===== src/rtl/rise_edge_pkg.sv =====
// Shared types and helpers for the rising-edge pulse scheduler.
//  - state_e : scheduler FSM encoding (IDLE, PULSE, GAP)
//  - GAP_W   : width of the inter-pulse gap counter (covers MIN_GAP up to 255)
//  - clog2   : ceiling log2, used to size channel indices
package rise_edge_pkg;

   typedef enum logic [1:0] {
      ST_IDLE  = 2'd0,
      ST_PULSE = 2'd1,
      ST_GAP   = 2'd2
   } state_e;

   localparam int unsigned GAP_W = 8;

   // Smallest r with 2**r >= value.
   function automatic int unsigned clog2(input int unsigned value);
      int unsigned res;
      res = 0;
      for (int unsigned i = 0; i < 32; i++) begin
         if ((64'd1 << i) < 64'(value)) begin
            res = i + 1;
         end
      end
      return res;
   endfunction

endpackage


===== src/rtl/rr_arbiter.sv =====
// Combinational round-robin arbiter.
// Searches the request vector starting one position after the last granted
// index, wrapping around, and reports the first requester found.
// Ports:
//  req_i          in   N_CH          request flags
//  last_i         in   clog2(N_CH)   index granted most recently
//  grant_valid_o  out  1             at least one request present
//  grant_idx_o    out  clog2(N_CH)   selected index (0 when none)
module rr_arbiter
   import rise_edge_pkg::*;
#(
   parameter int unsigned N_CH = 4
) (
   input  logic [N_CH-1:0]        req_i,
   input  logic [clog2(N_CH)-1:0] last_i,
   output logic                   grant_valid_o,
   output logic [clog2(N_CH)-1:0] grant_idx_o
);

   localparam int unsigned CH_W = clog2(N_CH);

   logic [CH_W-1:0] cand;

   // Walk last+1 .. last+N_CH (mod N_CH); the first hit wins.
   always_comb begin
      grant_valid_o = 1'b0;
      grant_idx_o   = '0;
      cand          = '0;
      for (int unsigned k = 1; k <= N_CH; k++) begin
         cand = CH_W'((32'(last_i) + k) % N_CH);
         if (!grant_valid_o && req_i[cand]) begin
            grant_valid_o = 1'b1;
            grant_idx_o   = cand;
         end
      end
   end

endmodule


===== src/rtl/rise_edge_pulse_scheduler.sv =====
// Shares one output pulse line among N_CH pulse-input channels.
// Rising edges on each channel are queued as pending requests, granted
// round-robin, and each grant emits one OUT_PULSE of IN_LENGTH cycles
// (0 treated as 1) tagged with the channel number. At least MIN_GAP low
// cycles separate consecutive output pulses.
// Ports:
//  IN_CLOCK      in   1             clock, all state changes on rising edge
//  IN_RESET      in   1             synchronous active-high reset
//  IN_PULSE      in   N_CH          pre-synchronised channel levels
//  IN_LENGTH     in   LEN_W         pulse length, sampled at grant
//  OUT_PULSE     out  1             shared output pulse
//  OUT_CHANNEL   out  clog2(N_CH)   channel owning the current/last pulse
//  OUT_BUSY      out  1             scheduler not idle
//  OUT_PENDING   out  N_CH          pending request flags
//  OUT_OVERFLOW  out  1             edge coalesced into an already-pending request
module rise_edge_pulse_scheduler
   import rise_edge_pkg::*;
#(
   parameter int unsigned N_CH    = 4,
   parameter int unsigned LEN_W   = 8,
   parameter int unsigned MIN_GAP = 1
) (
   input  logic                   IN_CLOCK,
   input  logic                   IN_RESET,
   input  logic [N_CH-1:0]        IN_PULSE,
   input  logic [LEN_W-1:0]       IN_LENGTH,
   output logic                   OUT_PULSE,
   output logic [clog2(N_CH)-1:0] OUT_CHANNEL,
   output logic                   OUT_BUSY,
   output logic [N_CH-1:0]        OUT_PENDING,
   output logic                   OUT_OVERFLOW
);

   localparam int unsigned       CH_W     = clog2(N_CH);
   localparam logic [CH_W-1:0]   LAST_RST = CH_W'(N_CH - 1);
   localparam logic [GAP_W-1:0]  GAP_LAST = GAP_W'(MIN_GAP - 1);
   localparam logic [LEN_W-1:0]  LEN_ONE  = LEN_W'(1);

   state_e            state_q, state_d;
   logic [LEN_W-1:0]  len_cnt_q, len_cnt_d;
   logic [GAP_W-1:0]  gap_cnt_q, gap_cnt_d;
   logic [CH_W-1:0]   last_q, last_d;
   logic [CH_W-1:0]   chan_q, chan_d;
   logic [N_CH-1:0]   prev_q;
   logic [N_CH-1:0]   pending_q, pending_d;
   logic              overflow_q, overflow_d;

   logic [N_CH-1:0]   edge_c;
   logic [N_CH-1:0]   clear_c;
   logic              arb_en_c;
   logic              grant_valid_c;
   logic [CH_W-1:0]   grant_idx_c;

   // Rising-edge detect against the previous-cycle level.
   assign edge_c = IN_PULSE & ~prev_q;

   // Arbitrate while idle, or on the last gap cycle so the next pulse
   // follows after exactly MIN_GAP low cycles.
   assign arb_en_c = (state_q == ST_IDLE) ||
                     ((state_q == ST_GAP) && (gap_cnt_q == GAP_LAST));

   rr_arbiter #(
      .N_CH (N_CH)
   ) u_arb (
      .req_i         (pending_q),
      .last_i        (last_q),
      .grant_valid_o (grant_valid_c),
      .grant_idx_o   (grant_idx_c)
   );

   // Next-state, counters, grant bookkeeping and pending update.
   always_comb begin
      state_d    = state_q;
      len_cnt_d  = len_cnt_q;
      gap_cnt_d  = gap_cnt_q;
      last_d     = last_q;
      chan_d     = chan_q;
      clear_c    = '0;
      pending_d  = pending_q;
      overflow_d = 1'b0;

      case (state_q)
         ST_IDLE: begin
         end
         ST_PULSE: begin
            len_cnt_d = len_cnt_q - LEN_ONE;
            if (len_cnt_q == LEN_ONE) begin
               state_d   = ST_GAP;
               gap_cnt_d = '0;
            end
         end
         ST_GAP: begin
            gap_cnt_d = gap_cnt_q + GAP_W'(1);
            if (gap_cnt_q == GAP_LAST) begin
               state_d = ST_IDLE;
            end
         end
         default: begin
            state_d = ST_IDLE;
         end
      endcase

      // A grant overrides the IDLE fallback at the end of a gap.
      if (arb_en_c && grant_valid_c) begin
         clear_c[grant_idx_c] = 1'b1;
         last_d               = grant_idx_c;
         chan_d               = grant_idx_c;
         len_cnt_d            = (IN_LENGTH == '0) ? LEN_ONE : IN_LENGTH;
         state_d              = ST_PULSE;
      end

      // Set wins over clear: an edge on the channel being granted re-queues it.
      pending_d  = edge_c | (pending_q & ~clear_c);
      overflow_d = |(edge_c & pending_q & ~clear_c);
   end

   // State and output registers.
   always_ff @(posedge IN_CLOCK) begin
      if (IN_RESET) begin
         state_q    <= ST_IDLE;
         len_cnt_q  <= '0;
         gap_cnt_q  <= '0;
         last_q     <= LAST_RST;
         chan_q     <= '0;
         pending_q  <= '0;
         overflow_q <= 1'b0;
         prev_q     <= IN_PULSE;
      end else begin
         state_q    <= state_d;
         len_cnt_q  <= len_cnt_d;
         gap_cnt_q  <= gap_cnt_d;
         last_q     <= last_d;
         chan_q     <= chan_d;
         pending_q  <= pending_d;
         overflow_q <= overflow_d;
         prev_q     <= IN_PULSE;
      end
   end

   assign OUT_PULSE    = (state_q == ST_PULSE);
   assign OUT_BUSY     = (state_q != ST_IDLE);
   assign OUT_CHANNEL  = chan_q;
   assign OUT_PENDING  = pending_q;
   assign OUT_OVERFLOW = overflow_q;

endmodule


===== config.mk =====
export PLATFORM = sky130hd
export DESIGN_NAME = rise_edge_pulse_scheduler
export DESIGN_NICKNAME = d
export VERILOG_FILES = /design/src/rtl/rise_edge_pkg.sv /design/src/rtl/rr_arbiter.sv /design/src/rtl/rise_edge_pulse_scheduler.sv
export SDC_FILE = /design/constraint.sdc
export NUM_CORES = 1
export LEC_CHECK = 0
export ABC_AREA = 1
export CORE_ASPECT_RATIO = 0.9
export CORE_MARGIN = 10
export CORE_UTILIZATION = 32
export DETAILED_ROUTE_END_ITERATION = 8
export PLACE_DENSITY = 0.49
export SLEW_MARGIN = 20
export SYNTH_ARGS = -nofsm -noshare
export SYNTH_HDL_FRONTEND = slang
export SYNTH_SLANG_ARGS = --single-unit

===== constraint.sdc =====
create_clock -name IN_CLOCK -period 2.2 [get_ports IN_CLOCK]
set_input_delay 0.44 -clock IN_CLOCK [delete_from_list [all_inputs] [get_ports IN_CLOCK]]
set_output_delay 0.44 -clock IN_CLOCK [all_outputs]
set_load 0.05 [all_outputs]

# Yosys cells after proc, flatten, opt, wreduce, memory -nomap -nowiden
# Index checks and enable logic that the tools add are counted.
[op_classes] n_eq_ne=8 n_reduce_logical=21 n_addsub=6 n_lt_le_gt_ge=6 n_mux=28 n_bitwise=8
[op_table] operator="two-way mux 8 bit" count=4
[op_table] operator="bitwise AND 4 bit" count=4
[op_table] operator="zero test 8 bit" count=2
[op_table] operator="case mux 8 bit (2 select lines)" count=1
[op_table] operator="< comparator 2 x 3 -> 1 bit, second input constant" count=5
[op_table] operator="two-way mux 2 bit" count=6
[op_table] operator="two-way mux 1 bit" count=10
[op_table] operator="adder 8 x 1 -> 8 bit, second input constant" count=1
[op_table] operator="binary-select mux 1 bit (select 2 bit)" count=4
[op_table] operator="== test 8 x 1 -> 1 bit, second input constant" count=1
[op_table] operator="inverter 4 bit" count=2
[op_table] operator="subtractor 8 x 1 -> 8 bit, second input constant" count=1
[op_table] operator="logical AND 1 bit" count=6
[op_table] operator="inequality test 2 x 1 -> 1 bit, second input constant" count=3
[op_table] operator="inequality test 3 x 1 -> 1 bit, second input constant" count=2
[op_table] operator="case mux 2 bit (3 select lines)" count=1
[op_table] operator="AND reduction 3 bit" count=2
[op_table] operator="nonzero test 2 bit" count=3
[op_table] operator="adder 2 x 1 -> 2 bit, second input constant" count=2
[op_table] operator="adder 2 bit, second input constant" count=2
[op_table] operator="two-way mux 4 bit" count=1
[op_table] operator="OR 4 bit" count=1
[op_table] operator="OR reduction 4 bit" count=1
[op_table] operator="zero test 1 bit" count=3
[op_table] operator="9 further kinds" count=9
[totals] in_bits=14 output_inout_bits=9 ff_bits=31 wordCells=86

# Depth between registers and ports, before layout
[logic_depth] depth_word=21 mapped_depth=16 ltp_nobuf=15

# Cells and area by module
# From an unflattened synthesis, not the netlist that was laid out.
[unflattened] cells_unflattened=286 hier_area_um2=1848.0
[by_module_without_submodules] mod="rise_edge_pulse_scheduler" cells_each=237 n_inst=1 area_per_inst_um2=1557.7 seq_area_each_um2=620.6
[by_module_without_submodules] mod="rr_arbiter" cells_each=49 n_inst=1 area_per_inst_um2=290.3 seq_area_each_um2=0.0

# Worst setup path before layout
# No wires, ideal clock.
[synth_timing] kind="register to register" start="register pending_q[0], in the netlist OUT_PENDING[0]" end="register overflow_q, in the netlist OUT_OVERFLOW" t_required_ns=2.072 path_slack_ns=0.364 period_less_slack_ns=1.836 t_arrival_ns=1.709 path_stages_with_launch=13 cell_sequence="dfxtp_1 > nand2_1 > nand2_2 > nand2_1 > nand2_1 > inv_2 > nand3_1 > nor2b_1 > nand2_1 > nand2_1 > nand2_1 > nor2_1 > nor2_1"
[synth_via] elab_chain_len=20 word_cells_on_any_way=33 cone_classes="order compare (2); mux (19); bitwise (3); reduce/logical (9)"
[synth_rtl] element="start: declaration" line="rise_edge_pulse_scheduler.sv:45" source="logic [N_CH-1:0] pending_q, pending_d;"
[synth_rtl] element="start signal: assignment" line="rise_edge_pulse_scheduler.sv:134" source="pending_q <= pending_d;"
[synth_rtl] element="binary-select mux 1 bit (select 2 bit)" line="rr_arbiter.sv:31" source="if (!grant_valid_o && req_i[cand]) begin"
[synth_rtl] element="two-way mux 1 bit (implied by the code)" line="rr_arbiter.sv:31"
[synth_rtl] element="two-way mux 1 bit" line="rr_arbiter.sv:31"
[synth_rtl] element="zero test 1 bit" line="rr_arbiter.sv:31"
[synth_rtl] element="logical AND 1 bit" line="rr_arbiter.sv:31"
[synth_rtl] element="two-way mux 1 bit" line="rr_arbiter.sv:31"
[synth_rtl] element="zero test 1 bit" line="rr_arbiter.sv:31"
[synth_rtl] element="logical AND 1 bit" line="rr_arbiter.sv:31"
[synth_rtl] element="[... 4 more ...]"
[synth_rtl] element="< comparator 2 x 3 -> 1 bit (implied by the code) or greater-or-equal comparator 2 x 1 -> 1 bit (tied branches)" line="rise_edge_pulse_scheduler.sv:105" source="clear_c[grant_idx_c] = 1'b1;"
[synth_rtl] element="logical AND 1 bit (implied by the code)" line="rise_edge_pulse_scheduler.sv:105"
[synth_rtl] element="two-way mux 1 bit (implied by the code)" line="rise_edge_pulse_scheduler.sv:105"
[synth_rtl] element="demux 1 bit (select 2 bit)" line="rise_edge_pulse_scheduler.sv:105"
[synth_rtl] element="two-way mux 4 bit" line="rise_edge_pulse_scheduler.sv:104" source="if (arb_en_c && grant_valid_c) begin"
[synth_rtl] element="inverter 4 bit" line="rise_edge_pulse_scheduler.sv:114" source="overflow_d = |(edge_c & pending_q & ~clear_c);"
[synth_rtl] element="bitwise AND 4 bit *" line="rise_edge_pulse_scheduler.sv:114"
[synth_rtl] element="OR reduction 4 bit *" line="rise_edge_pulse_scheduler.sv:114"
[synth_rtl] element="end signal: assignment" line="rise_edge_pulse_scheduler.sv:135" source="overflow_q <= overflow_d;"
[synth_rtl] element="end: declaration" line="rise_edge_pulse_scheduler.sv:46" source="logic overflow_q, overflow_d;"
# Every way passes the cells marked *; elsewhere a longest branch is shown, timed or not. The select of a mux whose other input is x is not followed.
# A chain may end at the register's enable or synchronous reset.

# Worst setup path after layout
[layout_timing] start="register state_q[0]" end="output OUT_BUSY"
[layout_via] elab_chain_len=1
[layout_rtl] element="start: declaration" line="rise_edge_pulse_scheduler.sv:39" source="state_e state_q, state_d;"
[layout_rtl] element="start signal: assignment" line="rise_edge_pulse_scheduler.sv:129" source="state_q <= state_d;"
[layout_rtl] element="nonzero test 2 bit" line="rise_edge_pulse_scheduler.sv:141" source="assign OUT_BUSY = (state_q != ST_IDLE);"
[layout_rtl] element="end: declaration" line="rise_edge_pulse_scheduler.sv:29" source="output logic OUT_BUSY,"
# Every way passes these cells.

==> summary.md <==
| Metric | Value |
|---|---|
| CTS tree | `done` |
| Placed Instances | `344` |
| Leak | `0.888 nW` |
| Hold WS | `0.477 ns` |
| Net Count, Synth | `275` |
| Quantity of gates resized following cts | `0` |
| Area growth, synth to finish | `21.3%` |
| Final worst-path cycle share | `91.7%` |
| Placed Area | `2040 um^2` |
| All-layer global routing usage | `10.1%` |
| Crit path DAT | `1.58 ns` |
| FMAX | `0.496 GHz` |
| Synth Register Bits | `31` |
| Syn Inst Count | `257` |
| Final instance area | `2120 um^2` |
| M2 GR Usage | `14.9%` |
| Max FO, Critical Path | `3` |
| Required time of the critical path | `1.76 ns` |
| Main flop type after synthesis | `dfxtp_1` |
| # diodes | `0` |
| Reg clk slew, reported paths | `0.07 ns` |
| VDD IR max | `517 uV` |
| Num CTS Buffers | `5` |
| Worst skew pair latency | `0.28 ns` |
| Routed wire length | `4270 um` |
| Slew headroom | `65.8%` |
| # IOs | `23` |
| Hold violation count in the final report | `0` |
| Avg WL per Cell | `12.1 um` |
| First-pass GRT wire length | `7600 um` |
| Initial Util | `33.1%` |
| Top Usage Layer GRT | `met2` |
| Via Count | `1644` |
| Post-layout min period | `2.02 ns` |
| Routability Congestion | `0.768` |
| Die area | `8820 um^2` |
| Worst setup SP type | `flop` |
| Max Slew Vio Count | `0` |
| Clock buffer depth | `2` |
| Row count | `25` |
| Die W | `97.9 um` |
| Initial DRC count | `71` |
| EDFF count, synth | `0` |
| Root buf cell | `clkbuf_8` |
| Seq/Total Area, Yosys | `35.5%` |
| TritonRoute pass-1 iters | `4` |
| I/O Buffers | `22` |
| Power Total | `2.68 mW` |
| Layout Skew | `0.00438 ns` |
| Vias per cell | `4.67` |
| Setup TNS | `0 ns` |
| Met3 usage | `2.83%` |
| Nets@finish | `302` |
| Grt total ovfl | `0` |
| Async S/R FF share, synth | `0%` |
| Final cell count without fillers | `352` |
| Outcome | `completed` |
| Pwr dens | `1260 nW/um^2` |
| Worst Hold Class | `flop to flop` |
| Final worst setup slack | `0.183 ns` |
| Final HPWL DP | `3310 um` |
| Dpl ws | `0.334 ns` |
| Die Ht | `90.1 um` |
| Vias in the first global route | `1598` |
| CTS Hold Buffers Added | `0` |
| Post-synthesis cell area | `1750 um^2` |
| Fill cell total of the finished layout | `585` |
| Layout cells sized above 1 | `10.5%` |
| Core Util, Final | `40.1%` |
| # setup viols final | `0` |
| H-tree levels | `2` |
| Post-CTS Repair Setup Buffers | `0` |
| Worst-Margin Slew | `0.511 ns` |
| RSZ-0062 raised after global routing | `no` |
| Post-synth cell types | `35` |
| Worst setup EP type | `output port` |
| Core footprint | `5290 um^2` |
| Clock Sink Count | `31` |
| Largest net degree at the start of global routing | `13` |
| Max-Cap Viols | `0` |
| Met1 usage | `13.4%` |
| Avg Cell Area, Syn | `6.80 um^2` |
| Residual DRC | `0` |
| Final ANT Viol Nets | `0` |
| Yosys warnings | `0` |
| Critical path class | `flop to output port` |
| Initial antenna violation count | `0` |
## layout by cell type, fill, tap and decap left out, types with 2 or more instances in the layout
master           instances
a211oi_1                 2
a21oi_1                 20
a221oi_1                 2
a31oi_1                  3
buf_4                    4
clkbuf_1                 2
clkbuf_8                 5
clkdlybuf4s50_1         21
dfxtp_1                 31
ha_1                     4
inv_1                   29
inv_2                    2
inv_4                    2
nand2_1                 70
nand2_2                  5
nand2_4                  4
nand3_1                 17
nand4_1                  2
nor2_1                  26
nor2_2                   2
nor2_4                   2
nor3_1                   4
o211ai_1                 2
o21ai_0                  7
o21ai_1                  3
o22ai_1                  2
xnor2_1                  2
## power by group
group	leakage [nW]	switching (mW)	internal, mW
clock	0.0422	0.216	0.222
sequential	0.255	0.112	0.673
combinational	0.591	0.956	0.496
## sequential cells by signal, summed over array words and instances (netlist names)
register      count
OUT_CHANNEL       2
state_q           2
prev_q            4
OUT_PENDING       4
gap_cnt_q         8
last_q            2
len_cnt_q         8
OUT_OVERFLOW      1
## synthesized netlist by cell type, types with 3 or more instances
| library cell | count | area, um^2 |
|---|---|---|
| nor3_1 | 4 | 20.0 |
| dfxtp_1 | 31 | 621 |
| nand2_2 | 5 | 31.3 |
| nand3_1 | 17 | 85.1 |
| inv_1 | 29 | 109 |
| o21ai_0 | 7 | 35.0 |
| nand2_4 | 4 | 45.0 |
| o21ai_1 | 3 | 15.0 |
| nand2_1 | 70 | 263 |
| ha_1 | 4 | 50.1 |
| nor2_1 | 26 | 97.6 |
| a21oi_1 | 20 | 100 |
| a31oi_1 | 3 | 18.8 |
## worst paths after layout
| check | from | slack [ns] | to | cells after the start |
|---|---|---|---|---|
| worst max-delay path | state_q[0] | 0.18 | OUT_BUSY | 3 |
| worst max register to register | last_q[0] | 0.32 | OUT_OVERFLOW | 15 |
| worst min-delay path | OUT_CHANNEL[1] | 0.48 | OUT_CHANNEL[1] | 2 |
| worst min register to register | OUT_CHANNEL[1] | 0.48 | OUT_CHANNEL[1] | 2 |
## kinds of logic after synthesis
| group | count (synthesis) | share of synthesized area, % |
|---|---|---|
| xor gates and xnor gates | 3 | 1.50 |
| DFF | 31 | 35.5 |
| buffers and inverters | 38 | 9.31 |
| adders and majority gates | 4 | 2.86 |
| AOI/OAI and AO/OA | 43 | 14.0 |
| and+or+nand+nor | 138 | 36.8 |
## layout make-up
class                   count  area [um^2]  area share [%]
multi-input cells         188          965            45.5
clock buffers               7         76.3            3.60
flip-flops and latches     31          621            29.3
repair buffers             25          240            11.3
inverters                  33          129            6.08
well taps                  67         83.8            3.96
clock inverters             1         5.00           0.236
## layer usage
layer / wire [um] / part of all wire [%]
met5: 0 / 0
met4: 55 / 1.3
met3: 182 / 4.3
met2: 1820 / 43
met1: 2210 / 52
## critical path, stage by stage (launching register included)
cell and delay, ns:
dfxtp_1 0.35, inv_1 0.06, nand2_1 0.08, clkdlybuf4s50_1 0.81
No activity file was read; power rests on OpenSTA's default activity.
